<file path="src/rtl/sudoku_scheduler_pkg.sv">
// Shared types and widths for the sudoku engine scheduler.
// Holds the FSM states, status codes, grid write widths and the pass-count helper.
package sudoku_scheduler_pkg;

    localparam int CELL_W = 7;
    localparam int MASK_W = 9;
    localparam int PASS_W = 8;

    typedef enum logic [2:0] {
        ST_IDLE  = 3'd0,
        ST_LOAD  = 3'd1,
        ST_RUN   = 3'd2,
        ST_CHECK = 3'd3,
        ST_FIN   = 3'd4
    } state_t;

    typedef enum logic [2:0] {
        STAT_NONE    = 3'd0,
        STAT_SOLVED  = 3'd1,
        STAT_STUCK   = 3'd2,
        STAT_INVALID = 3'd3,
        STAT_LIMIT   = 3'd4,
        STAT_TIMEOUT = 3'd5
    } status_t;

    // The pass counter sticks at all-ones instead of wrapping.
    function automatic logic [PASS_W-1:0] sat_inc(input logic [PASS_W-1:0] v);
        return (v == '1) ? v : v + 1'b1;
    endfunction

endpackage

</file>
<file path="src/rtl/sudoku_scheduler_wr_mux.sv">
// Grid write-port selector: forwards only the active engine's request.
// Purely combinational; every other engine's request is dropped.
module sched_wr_mux
    import sudoku_scheduler_pkg::*;
#(
    parameter int NUM_ENG = 3,
    parameter int IDX_W   = 2
) (
    input  logic                      i_en,
    input  logic [IDX_W-1:0]          i_sel,
    input  logic [NUM_ENG-1:0]        i_wr_en,
    input  logic [CELL_W*NUM_ENG-1:0] i_wr_cell,
    input  logic [MASK_W*NUM_ENG-1:0] i_wr_mask,
    output logic                      o_wr_en,
    output logic [CELL_W-1:0]         o_wr_cell,
    output logic [MASK_W-1:0]         o_wr_mask
);

    logic [NUM_ENG-1:0] w_hit;
    logic [CELL_W-1:0]  w_cell_term [NUM_ENG];
    logic [MASK_W-1:0]  w_mask_term [NUM_ENG];

    generate
        for (genvar gi = 0; gi < NUM_ENG; gi++) begin : g_port
            assign w_hit[gi]       = i_en && (i_sel == IDX_W'(gi));
            assign w_cell_term[gi] = w_hit[gi] ? i_wr_cell[gi*CELL_W +: CELL_W] : '0;
            assign w_mask_term[gi] = w_hit[gi] ? i_wr_mask[gi*MASK_W +: MASK_W] : '0;
        end
    endgenerate

    // At most one w_hit bit is set, so an OR-reduction acts as the mux.
    always_comb begin
        o_wr_cell = '0;
        o_wr_mask = '0;
        for (int i = 0; i < NUM_ENG; i++) begin
            o_wr_cell = o_wr_cell | w_cell_term[i];
            o_wr_mask = o_wr_mask | w_mask_term[i];
        end
    end

    assign o_wr_en = |(w_hit & i_wr_en);

endmodule

</file>
<file path="src/rtl/sudoku_scheduler.sv">
// Round-robin pass scheduler for candidate-elimination engines sharing one grid.
// Runs engines in order each pass, then checks the grid for a verdict.
module sudoku_scheduler
    import sudoku_scheduler_pkg::*;
#(
    parameter int NUM_ENG     = 3,
    parameter int MAX_PASS    = 64,
    parameter int ENG_TIMEOUT = 4095
) (
    input  logic                      clk,
    input  logic                      rst,
    input  logic                      i_start,
    output logic                      o_load,
    input  logic                      i_load_done,
    output logic [NUM_ENG-1:0]        o_eng_start,
    input  logic [NUM_ENG-1:0]        i_eng_done,
    input  logic [NUM_ENG-1:0]        i_eng_changed,
    input  logic [NUM_ENG-1:0]        i_eng_wr_en,
    input  logic [CELL_W*NUM_ENG-1:0] i_eng_wr_cell,
    input  logic [MASK_W*NUM_ENG-1:0] i_eng_wr_mask,
    output logic                      o_grid_wr_en,
    output logic [CELL_W-1:0]         o_grid_wr_cell,
    output logic [MASK_W-1:0]         o_grid_wr_mask,
    input  logic                      i_grid_solved,
    input  logic                      i_grid_invalid,
    output logic                      o_busy,
    output logic                      o_done,
    output logic [2:0]                o_status,
    output logic [PASS_W-1:0]         o_pass_cnt
);

    localparam int IDX_W = (NUM_ENG > 1) ? $clog2(NUM_ENG) : 1;
    localparam int TMO_W = $clog2(ENG_TIMEOUT + 1);
    localparam logic [IDX_W-1:0]  LAST_IDX  = IDX_W'(NUM_ENG - 1);
    localparam logic [PASS_W-1:0] LAST_PASS = PASS_W'(MAX_PASS - 1);
    localparam logic [TMO_W-1:0]  TMO_LIMIT = TMO_W'(ENG_TIMEOUT);

    state_t             r_state;
    state_t             w_state_next;
    status_t            r_status;
    status_t            w_status_next;
    logic [IDX_W-1:0]   r_idx;
    logic [PASS_W-1:0]  r_pass_cnt;
    logic [TMO_W-1:0]   r_tmo_cnt;
    logic               r_progress;
    logic               r_first;
    logic               r_armed;

    logic               w_in_run;
    logic               w_act_done;
    logic               w_act_changed;
    logic               w_tmo;
    logic               w_start_ok;
    logic               w_launch;

    assign w_in_run      = (r_state == ST_RUN);
    assign w_act_done    = i_eng_done[r_idx];
    assign w_act_changed = i_eng_changed[r_idx];
    assign w_tmo         = w_in_run && (r_tmo_cnt == TMO_LIMIT);
    // r_armed keeps a start held through reset from launching in the first free cycle.
    assign w_start_ok    = r_armed && i_start && ((r_state == ST_IDLE) || (r_state == ST_FIN));
    // A new engine slot begins whenever RUN is (re)entered or the active engine hands over.
    assign w_launch      = (w_state_next == ST_RUN) && ((r_state != ST_RUN) || w_act_done);

    always_ff @(posedge clk) begin
        if (rst) begin
            r_state  <= ST_IDLE;
            r_status <= STAT_NONE;
        end else begin
            r_state  <= w_state_next;
            r_status <= w_status_next;
        end
    end

    always_comb begin
        w_state_next  = r_state;
        w_status_next = r_status;
        case (r_state)
            ST_IDLE: begin
                if (w_start_ok) begin
                    w_state_next = ST_LOAD;
                end
            end
            ST_LOAD: begin
                if (i_load_done) begin
                    w_state_next = ST_RUN;
                end
            end
            ST_RUN: begin
                // A finishing engine wins over a timeout landing in the same cycle.
                if (w_act_done) begin
                    if (r_idx == LAST_IDX) begin
                        w_state_next = ST_CHECK;
                    end
                end else if (w_tmo) begin
                    w_state_next  = ST_FIN;
                    w_status_next = STAT_TIMEOUT;
                end
            end
            ST_CHECK: begin
                w_state_next = ST_FIN;
                if (i_grid_invalid) begin
                    w_status_next = STAT_INVALID;
                end else if (i_grid_solved) begin
                    w_status_next = STAT_SOLVED;
                end else if (!r_progress) begin
                    w_status_next = STAT_STUCK;
                end else if (r_pass_cnt == LAST_PASS) begin
                    w_status_next = STAT_LIMIT;
                end else begin
                    w_state_next = ST_RUN;
                end
            end
            ST_FIN: begin
                if (w_start_ok) begin
                    w_state_next  = ST_LOAD;
                    w_status_next = STAT_NONE;
                end
            end
            default: begin
                w_state_next = ST_IDLE;
            end
        endcase
    end

    always_ff @(posedge clk) begin
        if (rst) begin
            r_idx      <= '0;
            r_pass_cnt <= '0;
            r_tmo_cnt  <= '0;
            r_progress <= 1'b0;
            r_first    <= 1'b0;
            r_armed    <= 1'b0;
        end else begin
            r_armed <= 1'b1;
            r_first <= w_launch;
            if (w_launch) begin
                r_tmo_cnt <= '0;
            end else if (w_in_run && !w_tmo) begin
                r_tmo_cnt <= r_tmo_cnt + 1'b1;
            end
            case (r_state)
                ST_LOAD: begin
                    if (i_load_done) begin
                        r_idx      <= '0;
                        r_pass_cnt <= '0;
                        r_progress <= 1'b0;
                    end
                end
                ST_RUN: begin
                    if (w_act_changed) begin
                        r_progress <= 1'b1;
                    end
                    if (w_act_done && (r_idx != LAST_IDX)) begin
                        r_idx <= r_idx + 1'b1;
                    end
                end
                ST_CHECK: begin
                    if (w_state_next == ST_RUN) begin
                        r_pass_cnt <= sat_inc(r_pass_cnt);
                        r_progress <= 1'b0;
                        r_idx      <= '0;
                    end
                end
                default: begin
                end
            endcase
        end
    end

    always_comb begin
        o_load      = w_start_ok;
        o_busy      = (r_state == ST_LOAD) || (r_state == ST_RUN) || (r_state == ST_CHECK);
        o_done      = (r_state == ST_FIN);
        o_status    = r_status;
        o_pass_cnt  = r_pass_cnt;
        o_eng_start = '0;
        if (w_in_run && r_first) begin
            o_eng_start[r_idx] = 1'b1;
        end
    end

    sched_wr_mux #(
        .NUM_ENG (NUM_ENG),
        .IDX_W   (IDX_W)
    ) u_wr_mux (
        .i_en      (w_in_run),
        .i_sel     (r_idx),
        .i_wr_en   (i_eng_wr_en),
        .i_wr_cell (i_eng_wr_cell),
        .i_wr_mask (i_eng_wr_mask),
        .o_wr_en   (o_grid_wr_en),
        .o_wr_cell (o_grid_wr_cell),
        .o_wr_mask (o_grid_wr_mask)
    );

endmodule
</file>
<file path="config.mk">
export PLATFORM = sky130hd
export DESIGN_NAME = sudoku_scheduler
export DESIGN_NICKNAME = d
export VERILOG_FILES = /design/src/rtl/sudoku_scheduler_pkg.sv /design/src/rtl/sudoku_scheduler_wr_mux.sv /design/src/rtl/sudoku_scheduler.sv
export SDC_FILE = /design/constraint.sdc
export NUM_CORES = 1
export LEC_CHECK = 0
export CAP_MARGIN = 10
export CORE_MARGIN = 2
export CORE_UTILIZATION = 40
export CTS_BUF_LIST = sky130_fd_sc_hd__clkbuf_16
export DETAILED_ROUTE_END_ITERATION = 7
export PLACE_DENSITY = 0.77
export SLEW_MARGIN = 30
export SYNTH_ARGS = -nofsm -noshare
export SYNTH_HDL_FRONTEND = slang
export SYNTH_SLANG_ARGS = --single-unit
export TNS_END_PERCENT = 100
</file>
<file path="constraint.sdc">
create_clock -name clk -period 2.8 [get_ports clk]
set_input_delay 0.56 -clock clk [delete_from_list [all_inputs] [get_ports clk]]
set_output_delay 0.56 -clock clk [all_outputs]
set_load 0.005 [all_outputs]
</file>
==> impl_metrics.tcl <==
set metrics [dict create \
    run_status "complete, no violations" \
    async_flop_share_pct 0 \
    vias 2531 \
    layout-drive-gt1-share_pct 7.96 \
    synth_edf_count 0 \
    synth-main-ff-cell "dfxtp_1" \
    clock_path_buffers 2 \
    fill_cells 467 \
    num_antenna_cells 0 \
    clk_pin_slew_worst_paths_ns 0.05 \
    clock_latency_ns 0.28 \
    period_share_pct 92.9 \
    p_leak_nw 1.22 \
    synth_area_um2 2160 \
    cts_num_sinks 31 \
    ys_ff_latch 31 \
    gp_congestion 0.909 \
    r2r_cells 6 \
    dp.cells 439 \
    dpl-instance-area_um2 3200 \
    switching_share_pct 23.1 \
    die_y_um 77.5 \
    grt_max_degree 19 \
    root_buffer "clkbuf_16" \
    die_area_um2 6010 \
    intPower_mw 0.893 \
    grt_use_total_pct 22.7 \
    portBuffers 96 \
    drv_slew 0 \
    slowest_delay_ns 0.45 \
    hpwl_um 5200 \
    pwr-share-comb_pct 17.3 \
    clock_skew_ns 0.00276 \
    netlist_instances 283 \
    worst-path-buf-inv 2 \
    cts_tree "built" \
    yosysSeqAreaShare_pct 28.7 \
    r2r-end "r_tmo_cnt[2]" \
    numCtsBuffers 5 \
    cp-start-kind "flip-flop" \
    overflow 0 \
    max_slew_margin_pct 54.7 \
    yosys_warnings 0 \
    fin_cells 447 \
    clock_power_share_pct 43.6 \
    finalWirelength_um 6890 \
    min_period_ns 2.60 \
    maxCapViolations 0 \
    yosysTopAreaCellShare_pct 28.7 \
    synthTopCellsByCount "nand2_1 (49), dfxtp_1 (31), a22oi_1 (19), nor2_1 (15), a21oi_1 (14)" \
    setup_violations 0 \
    wl_per_cell_um 15.4 \
    antenna_found_initial 0 \
    holdCritPathClass "flip-flop to flip-flop" \
    max_freq_mhz 385 \
    slowest_stage "clkdlybuf4s50_1" \
    cp.required_ns 2.24 \
    worst_slew_pin_slew_ns 0.674 \
    power.density_cell_area_nw_per_um2 347 \
    r2r_start "o_pass_cnt[0]" \
    fin_area_um2 3350 \
    worstHoldEndpoint "o_status[2]" \
    fin_util_pct 64.7 \
    initial_utilization_pct 41.8 \
    hp-start "o_status[2]" \
    nNetsFinal 444 \
    first_global_vias 2303 \
    hold_viol_final 0 \
    route.detailed.drc 0 \
    syn-mean-instance-area_um2 7.64 \
    cp_top_family "buffers and inverters" \
    cts_max_level 2 \
    fp.coreArea_um2 5170 \
    area_growth_pct 54.7 \
    ir_worst_vdd_v 0.000317 \
    antenna_left 0 \
    vias_per_cell 5.66 \
    yosys.area.top_type "dfxtp_1" \
    synth_area_leaders "dfxtp_1 (29%), nand2_1 (8.5%), a22oi_1 (6.6%), a21oi_1 (3.2%), ha_1 (2.9%)" \
    hold_buffers 0 \
    cp_cell_sequence "inv_1, ha_1, and2_2, a22oi_1, nand2_1, clkdlybuf4s50_1" \
    rsz0062_at_grt "false" \
    pwr-share-seq_pct 39.1 \
    synth_cell_types 58 \
    dr.first_iter.drc_count 109 \
    setup-tns-final_ns 0 \
    min_path_cells 2 \
    netSwitchingPower_mw 0.269 \
    die_x_um 77.5 \
    multiInputGateArea_um2 1440 \
    r2r_slack_ns 0.60 \
    placementRows 26 \
    layout.area.seq_um2 623 \
    arrival_ns 2.04 \
    dr.pass1.iters 5 \
    path_class "flip-flop to primary output" \
    grt_pass1_wl_um 11200 \
    yosysMostFrequentCell "nand2_1" \
    synth_fp_nets 351 \
    endpoint_kind "primary output" \
    io_pins 97 \
    critPathMaxFanout 17 \
]
==> cell usage in the layout (no fill, tap or decap), drive strengths merged, types with 6 or more instances in the layout <==
cell,Yosys,final
buf,11,8
or3,7,7
nand3,9,9
o31ai,10,10
inv,8,9
nand4,6,6
nor2,15,15
nand2,49,49
a21oi,14,14
o21ai,13,13
a22oi,19,19
dfxtp,31,31
clkdlybuf4s50,0,96
nor3,8,8
==> cell type report <==
| cell class | instances | share of cell area (%) |
|---|---|---|
| tap | 70 | 2.62 |
| sequential | 31 | 18.6 |
| clock inverter | 3 | 0.337 |
| multi-input combinational | 226 | 42.9 |
| timing repair buffer | 104 | 30.9 |
| inverter | 8 | 0.898 |
| clock buffer | 5 | 3.74 |
==> sequential cells by signal, indices dropped and copies added, names as in the netlist <==
name        count
r_tmo_cnt      12
o_pass_cnt      8
o_status        3
r_state         3
r_idx           2
r_armed         1
r_first         1
r_progress      1
==> stage by stage <==
step | worst slack [ns] | total power [mW] | hold WS (ns)
finish | 0.199 | 1.16 | 0.465
global route | 0.0482 | 1.20 | 0.498
CTS | 0.0650 | 1.17 | 0.473
detailed placement | 0.172 | 0.661 | 0.459
global placement | 0.223 | 0.661 | 0.452
floorplan | 0.641 | 0.528 | 0.454
==> routing by layer <==
metal	global-route usage, %	wire (um)	part of all wire (%)
met5	0	0	0
met4	6.96	85	1.2
met3	4.07	544	7.9
met2	38.0	3240	47
met1	29.7	3030	44
==> power groups by stage <==
| stage | clock [mW] | sequential (mW) | combinational (mW) |
|---|---|---|---|
| final | 0.506 | 0.455 | 0.201 |
| after global routing | 0.531 | 0.455 | 0.216 |
| after floorplan | 0 | 0.461 | 0.0676 |
| after CTS | 0.514 | 0.454 | 0.200 |
| after global placement | 0 | 0.463 | 0.197 |
| after detailed placement | 0 | 0.463 | 0.198 |
==> logic make-up (layout without fill, tap and decap cells) <==
| kind of cell | after synthesis | in the layout | synth area share (%) |
|---|---|---|---|
| muxes | 5 | 5 | 2.37 |
| xor gates and xnor gates | 3 | 3 | 1.21 |
| adders and majority gates | 5 | 5 | 2.89 |
| AOI/OAI and AO/OA | 80 | 80 | 27.0 |
| DFF | 31 | 31 | 28.7 |
| and+or+nand+nor | 133 | 133 | 32.7 |
| buffers and inverters | 26 | 120 | 5.15 |
==> repair_timing <==
item                                    in CTS  in global routing
gates cloned                                 0                  0
endpoints found under the setup margin      17                 11
setup buffers                                0                  0
gates resized for setup                      3                  2
==> worst max path at each step <==
stage | start | to | slack [ns] | depth (start not counted)
final | r_idx[1] | o_grid_wr_mask[6] | 0.20 | 6
after global routing | r_state[1] | o_grid_wr_mask[6] | 0.05 | 5
after CTS | r_idx[1] | o_grid_wr_mask[6] | 0.07 | 6
after detailed placement | r_idx[1] | o_grid_wr_mask[6] | 0.17 | 5
after global placement | r_idx[1] | o_grid_wr_mask[6] | 0.22 | 5
after floorplan | r_state[2] | o_grid_wr_cell[0] | 0.64 | 8
==> tightest hold or removal path: cells and delay by family, from the launching register on <==
kind	cells	cell delay, ns
and+or+nand+nor	1	0.05
DFF	1	0.30
muxes	1	0.06
Note: power is estimated with default switching activity, not from simulation.
